[config.mk]
export PLATFORM = sky130hd
export DESIGN_NAME = tail_light_seq_flat
export DESIGN_NICKNAME = d
export VERILOG_FILES = /design/src/rtl/tail_light_seq_if.sv /design/src/rtl/tail_light_seq.sv /design/src/flat_wrapper.sv
export SDC_FILE = /design/constraint.sdc
export NUM_CORES = 1
export LEC_CHECK = 0
export ABC_AREA = 1
export CORE_AREA = 2 2 39 41
export CTS_BUF_LIST = sky130_fd_sc_hd__clkbuf_8
export CTS_CLUSTER_SIZE = 16
export DETAILED_ROUTE_END_ITERATION = 12
export DIE_AREA = 0 0 41 43
export GPL_TIMING_DRIVEN = 1
export SETUP_SLACK_MARGIN = 0.02
export SLEW_MARGIN = 0
export SYNTH_ARGS = -nofsm -noshare
export SYNTH_HDL_FRONTEND = slang
export SYNTH_SLANG_ARGS = --single-unit
[constraint.sdc]
create_clock -name clk -period 1.64 [get_ports clk]
set_input_delay 0.246 -clock clk [delete_from_list [all_inputs] [get_ports clk]]
set_output_delay 0.246 -clock clk [all_outputs]
set_load 0.05 [all_outputs]
[src/rtl/tail_light_seq_if.sv]
// Lamp controller bus: driver-side request levels and lamp-side outputs.
//   left, right, haz, brake : request levels (master -> slave)
//   l_lamp, r_lamp          : lamp patterns, bit 0 innermost (slave -> master)
//   busy                    : a sequence is in progress (slave -> master)
interface tail_light_seq_if #(
    parameter int LAMPS = 3
);
    logic             left;
    logic             right;
    logic             haz;
    logic             brake;
    logic [LAMPS-1:0] l_lamp;
    logic [LAMPS-1:0] r_lamp;
    logic             busy;

    modport master (
        output left, right, haz, brake,
        input  l_lamp, r_lamp, busy
    );

    modport slave (
        input  left, right, haz, brake,
        output l_lamp, r_lamp, busy
    );
endinterface

[src/rtl/tail_light_seq.sv]
// Sequential turn/hazard/brake tail-light controller.
// Each side shows an outward-growing thermometer pattern, one step per DIV
// clocks. Hazard pre-empts an active turn. Brake lights the non-signalling
// side(s) fully, one clock after the pedal.
//   clk  : clock, rising edge
//   rst  : synchronous active-high reset
//   bus  : tail_light_seq_if.slave (requests in, lamps/busy out)
module tail_light_seq #(
    parameter int LAMPS = 3,
    parameter int DIV   = 4
) (
    input  logic            clk,
    input  logic            rst,
    tail_light_seq_if.slave bus
);
    localparam int CW = (DIV > 1) ? $clog2(DIV) : 1;
    localparam int PW = $clog2(LAMPS + 1);

    typedef enum logic [1:0] {IDLE, LEFT, RIGHT, HAZ} mode_t;

    mode_t          mode, mode_nx;
    logic [PW-1:0]  pos, pos_nx;
    logic [CW-1:0]  cnt;
    logic           brake_q;
    logic           tick;
    logic [LAMPS-1:0] therm;

    assign tick = (cnt == CW'(DIV - 1));

    always_ff @(posedge clk) begin
        if (rst) begin
            cnt     <= '0;
            mode    <= IDLE;
            pos     <= '0;
            brake_q <= 1'b0;
        end else begin
            cnt     <= tick ? '0 : cnt + CW'(1);
            brake_q <= bus.brake;
            mode    <= mode_nx;
            pos     <= pos_nx;
        end
    end

    always_comb begin
        mode_nx = mode;
        pos_nx  = pos;
        if (tick) begin
            if (mode == IDLE) begin
                if (bus.haz || (bus.left && bus.right)) begin
                    mode_nx = HAZ;
                    pos_nx  = PW'(1);
                end else if (bus.left) begin
                    mode_nx = LEFT;
                    pos_nx  = PW'(1);
                end else if (bus.right) begin
                    mode_nx = RIGHT;
                    pos_nx  = PW'(1);
                end
            end else if ((mode == LEFT || mode == RIGHT) && bus.haz) begin
                // hazard restarts from the innermost lamp
                mode_nx = HAZ;
                pos_nx  = PW'(1);
            end else if (pos == PW'(LAMPS)) begin
                // one all-off step; a held level restarts from IDLE next tick
                mode_nx = IDLE;
                pos_nx  = '0;
            end else begin
                pos_nx = pos + PW'(1);
            end
        end
    end

    // thermometer: low `pos` bits set
    always_comb begin
        therm = '0;
        for (int i = 0; i < LAMPS; i++)
            therm[i] = (PW'(i) < pos);
    end

    always_comb begin
        bus.l_lamp = '0;
        bus.r_lamp = '0;
        unique case (mode)
            IDLE: begin
                if (brake_q) begin
                    bus.l_lamp = '1;
                    bus.r_lamp = '1;
                end
            end
            LEFT: begin
                bus.l_lamp = therm;
                if (brake_q) bus.r_lamp = '1;
            end
            RIGHT: begin
                bus.r_lamp = therm;
                if (brake_q) bus.l_lamp = '1;
            end
            HAZ: begin
                bus.l_lamp = therm;
                bus.r_lamp = therm;
            end
            default: ;
        endcase
    end

    assign bus.busy = (mode != IDLE);
endmodule

[src/flat_wrapper.sv]
// flat-port wrapper written by rule: the top's interface ports become plain ports
module tail_light_seq_flat 
#(
    parameter int LAMPS = 3,
    parameter int DIV   = 4
)
  (clk, rst, bus_left, bus_right, bus_haz, bus_brake, bus_l_lamp, bus_r_lamp, bus_busy);
  tail_light_seq_if #(.LAMPS(LAMPS)) bus_i ();
  input  logic clk;
  input  logic rst;
  input wire logic [$bits(bus_i.left)-1:0] bus_left;
  input wire logic [$bits(bus_i.right)-1:0] bus_right;
  input wire logic [$bits(bus_i.haz)-1:0] bus_haz;
  input wire logic [$bits(bus_i.brake)-1:0] bus_brake;
  output wire logic [$bits(bus_i.l_lamp)-1:0] bus_l_lamp;
  output wire logic [$bits(bus_i.r_lamp)-1:0] bus_r_lamp;
  output wire logic [$bits(bus_i.busy)-1:0] bus_busy;
  assign bus_i.left = bus_left;
  assign bus_i.right = bus_right;
  assign bus_i.haz = bus_haz;
  assign bus_i.brake = bus_brake;
  assign bus_l_lamp = bus_i.l_lamp;
  assign bus_r_lamp = bus_i.r_lamp;
  assign bus_busy = bus_i.busy;
  tail_light_seq #(.LAMPS(LAMPS), .DIV(DIV)) u_core (.clk(clk), .rst(rst), .bus(bus_i));
endmodule
# [Word level (Yosys, flattened, before mapping)]
# Cells that the tools add are included.
[word_totals] output_inout_bits=7 ff_bits=7 elab_cells=44 in_bits=6
[op_classes] mux=15 reduce_logical=14 n_lt_le_gt_ge=3 eq_ne=6 add_sub_neg=2
[ops] op="2-bit two-way mux" n=12
[ops] op="3-bit case mux with 2 select lines" n=2
[ops] op="2-bit OR reduction" n=5
[ops] op="2-bit equality test (second input constant)" n=4
[ops] op="2-bit by 1-bit adder with 2-bit output (second input constant)" n=2
[ops] op="1-bit by 2-bit less-than comparator with 1-bit output (first input constant)" n=2
[ops] op="4-bit inequality test (second input constant)" n=1
[ops] op="3-bit two-way mux" n=1
[ops] op="3-bit AND reduction" n=1
[ops] op="3-bit nonzero test" n=1
[ops] op="2-bit by 1-bit equality test with 1-bit output (second input constant)" n=1
[ops] op="1-bit logical AND" n=2
[ops] op="2-bit logical NOT" n=1
[ops] op="1-bit logical OR" n=2
[ops] op="2-bit less-than comparator (first input constant)" n=1
[ops] op="2-bit AND reduction" n=1
[ops] op="2-bit nonzero test" n=1

# [Longest topological paths before layout]
[depth] word_depth=5 mapped_depth=9 mapped_depth_nobuf=9

# [Worst setup path before layout]
# No wires, ideal clock.
[synth_path] path_type="reg-to-output" start="register u_core.pos[1]" end="output bus_l_lamp[0]" stages_incl_launch_ff=4 required_time_ps=1394 t_arrival_ps=1687 slack_ps=-293 path_buffers=0 path_cell_list="dfxtp_1 -> inv_1 -> ha_1 -> o21ai_0"
[synth_between] elab_chain_cells=2
[synth_rtl] item="from (decl)" line_no="tail_light_seq.sv:22" source="logic [PW-1:0] pos, pos_nx;"
[synth_rtl] item="from (signal assigned)" line_no="tail_light_seq.sv:40" source="pos <= pos_nx;"
[synth_rtl] item="1-bit by 2-bit less-than comparator with 1-bit output" line_no="tail_light_seq.sv:77" source="therm[i] = (PW'(i) < pos);"
[synth_rtl] item="3-bit case mux with 2 select lines" line_no="tail_light_seq.sv:83" source="unique case (mode)"
[synth_rtl] item="to (decl)" line_no="flat_wrapper.sv:15" source="output wire logic [$bits(bus_i.l_lamp)-1:0] bus_l_lamp;"
# Every way passes these cells.

# [Worst setup path in the final report]
[layout_path] start="register u_core.mode[1]" end="output bus_r_lamp[1]"
[layout_between] elab_chain_cells=3 elab_cells_between_ends=7 classes_between="eq/ne: 3; mux: 1; reduce/logical: 3"
[layout_rtl] item="from (decl)" line_no="tail_light_seq.sv:21" source="mode_t mode, mode_nx;"
[layout_rtl] item="from (signal assigned)" line_no="tail_light_seq.sv:39" source="mode <= mode_nx;"
[layout_rtl] item="2-bit equality test, or another cell as far along" line_no="tail_light_seq.sv:83"
[layout_rtl] item="2-bit OR reduction (no line)"
[layout_rtl] item="3-bit case mux with 2 select lines *" line_no="tail_light_seq.sv:83"
[layout_rtl] item="to (decl)" line_no="flat_wrapper.sv:16" source="output wire logic [$bits(bus_i.r_lamp)-1:0] bus_r_lamp;"
# Every way passes the cells marked *; elsewhere a longest branch is shown, timed or not.

==> impl_metrics.py <==
metrics = {
    "power": {
        "p_total_uw": 715,
        "power.density_mw_per_mm2": 781,
        "peakVddDrop_mv": 0.570,
        "p_leak_nw": 0.385,
    },
    "worst_setup_path": {
        "worst_path_max_delay_cell": "dfxtp_4",
        "cp-end-kind": "primary output",
        "path_buf_inv": 2,
        "crit_fanout": 3,
        "critPathMaxStageDelay_ns": 0.37,
        "setup.worst_path.class": "flip-flop to primary output",
        "cp.required_ns": 1.39,
        "cp_top_family": "flip-flops",
        "rrSetupSlack_ns": 0.33,
        "start_kind": "flip-flop",
        "worst-endpoint-arrival_ns": 1.37,
        "path_cells": "ha_2, nor2_4, buf_4, o21ai_2, buf_12",
    },
    "synth": {
        "synthSimpleGateAreaFrac_pct": 32.6,
        "syn_area_sq_um": 483,
        "syn_nets": 80,
        "ys_warn_count": 0,
        "synth_mux_area_share_pct": 0,
        "synth_edf_count": 0,
        "synth_area_per_cell_sq_um": 7.21,
        "synth.area.top_cells": "dfxtp_1 (29%), ha_1 (18%), nand2_1 (9.3%), o21ai_0 (7.3%), nor2_1 (6.2%)",
        "synth_top_family_by_area": "simple AND/OR/NAND/NOR gates",
        "synth_fa_ha_area_share_pct": 18.1,
        "synth_seq_cells": 7,
        "synthMostInstantiatedCell": "nand2_1",
        "synth_xor_area_share_pct": 0,
        "async_reset_ff_share_pct": 0,
        "ys_top_cells_by_count": "nand2_1 (12), nor2_1 (8), dfxtp_1 (7), ha_1 (7), o21ai_0 (7)",
        "synth_compound_area_share_pct": 11.1,
        "syn_inst": 67,
        "synth_largest_area_cell": "dfxtp_1",
        "synth.top_cell.area_share_pct": 29.0,
        "synth_flop_cell": "dfxtp_1",
        "seq_area_frac_synth_pct": 29.0,
        "synthDistinctLibCells": 18,
    },
    "floorplanning": {
        "die-area_sq_mm": 0.00176,
        "num_io_pins": 13,
        "start_util_pct": 34.9,
        "die_x_um": 41,
        "core_area_sq_mm": 0.00138,
        "die-height_um": 43,
        "rows": 14,
    },
    "global_routing": {
        "antenna_found_initial": 0,
        "gr-total-overflow": 0,
        "gr-usage-all-layers_pct": 13.4,
        "grt_max_degree": 7,
        "grt_pass1_wl_um": 1610,
        "grt_pass1_vias": 446,
    },
    "cts": {
        "numCtsBuffers": 3,
        "clock-sinks": 7,
        "cts_tree": "done",
        "clk_latency_ns": 0.23,
        "ctsHoldBuffers": 0,
        "cts_max_level": 1,
        "clkTransAtPathRegs_ns": 0.04,
        "ctsRootBufferMaster": "clkbuf_8",
        "cts.path.max_buffers": 2,
    },
    "routing": {
        "wl_per_cell_um": 12.0,
        "firstDrtPassIters": 4,
        "via_per_inst": 4.73,
        "drc": 0,
        "drt-total-wl_um": 1230,
        "ant_nets": 0,
        "num_vias": 487,
        "initialDrtViolationCount": 4,
    },
    "placed_design": {
        "place_ws_ns": 0.0724,
        "place.gp.congestion": 0.785,
        "place_hpwl_um": 749,
        "io_buffers": 12,
    },
    "status": {
        "outcome": "complete, no violations",
    },
    "layout": {
        "drive_gt1_share_pct": 54.0,
        "syn_to_final_growth_pct": 89.6,
        "layout.nets": 101,
        "postLayoutCoreUtil_pct": 66.2,
        "multi_input_area_sq_um": 419,
        "regArea_sq_um": 148,
        "fillers": 109,
        "antenna_cells": 0,
    },
    "timing": {
        "max_freq_mhz": 620,
        "rsz0062_at_grt": "yes",
        "relSlewSlack_pct": 86.4,
        "layout_setup_ws_ns": 0.0276,
        "tightest_slew_ns": 0.203,
        "hold_viol_final": 0,
        "fin_crit_sh_pct": 98.3,
        "setup_viol": 0,
        "min_period_ns": 1.61,
        "clock_skew_ns": 0.000907,
        "slew_viol_final": 0,
    },
    "worst_hold_path": {
        "hp-class": "flip-flop to flip-flop",
    },
    "run": {
        "max-cap-violations": 0,
    },
}
-- sequential cells by signal (all words and copies together) (netlist names) --
signal          count
u_core.cnt          2
u_core.mode         2
u_core.pos          2
u_core.brake_q      1
-- report_power, final --
group / internal [mW] / switching [mW] / total (mW)
registers: 0.185 / 0.0129 / 0.198
logic: 0.125 / 0.148 / 0.273
clock network: 0.165 / 0.0801 / 0.245
total: 0.475 / 0.241 / 0.715
-- path summary, 6_finish.rpt --
path,cells after the start,startpoint,endpoint
setup / recovery,5,u_core.mode[1],bus_r_lamp[1]
hold / removal,1,u_core.cnt[0],u_core.cnt[0]
setup reg to reg,8,u_core.mode[0],u_core.mode[0]
hold reg to reg,1,u_core.cnt[0],u_core.cnt[0]
-- routing by layer --
metal | track usage (%) | vias to the layer above | wire length, um | share of wire [%]
li1 | - | 252 | - | -
met1 | 14.3 | 221 | 510 | 41
met2 | 22.2 | 12 | 676 | 55
met3 | 4.71 | 2 | 31 | 2.5
met4 | 6.00 | 0 | 12 | 0.97
met5 | 0 | - | 0 | 0
-- metrics by stage --
stage / area (sq um) / hold slack [ns] / instances / TNS [ns]
6_report: 916 / 0.428 / 103 / 0
3_5_place_dp: 693 / 0.428 / 95 / 0
5_1_grt: 916 / 0.453 / 103 / -0.0173
3_3_place_gp: 693 / 0.423 / 95 / 0
4_1_cts: 779 / 0.434 / 101 / -0.0109
2_1_floorplan: 483 / 0.317 / 67 / -1.73
-- logic make-up after synthesis --
logic type               Yosys count
AND/OR/NAND/NOR                   32
adder cells (fa/ha/maj)            7
buffers and inverters             11
flip-flops                         7
AO/OA/AOI/OAI                     10
-- what timing repair did --
action,CTS,global route
setup endpoints to repair,6,6
gates resized for setup,12,27
pin swaps,1,3
endpoints found under the hold margin,0,0
buffers inserted,2,2
-- cell usage in the layout, fill, tap and decap left out, types with 2 or more instances in the layout --
master | netlist | routed
inv_2 | 3 | 4
clkdlybuf4s50_1 | 0 | 5
nor2_2 | 4 | 4
buf_4 | 0 | 2
ha_2 | 0 | 2
nand2_2 | 2 | 2
dfxtp_4 | 0 | 2
ha_4 | 0 | 2
nand3_2 | 2 | 2
clkinv_2 | 2 | 3
buf_12 | 0 | 8
inv_1 | 6 | 4
nor2_1 | 8 | 6
clkbuf_8 | 0 | 3
ha_1 | 7 | 3
o21ai_4 | 0 | 5
nand2_1 | 12 | 10
dfxtp_1 | 7 | 5
nor2_4 | 0 | 2
nand2_4 | 0 | 2
-- final cells by class --
| class | count | area share, % |
|---|---|---|
| clock buffer | 3 | 4.51 |
| clock inverter | 1 | 0.546 |
| inverter | 11 | 5.05 |
| multi-input combinational | 49 | 45.8 |
| sequential | 7 | 16.1 |
| tap | 16 | 2.19 |
| timing repair buffer | 16 | 25.8 |
(Power assumes the default switching activity.)
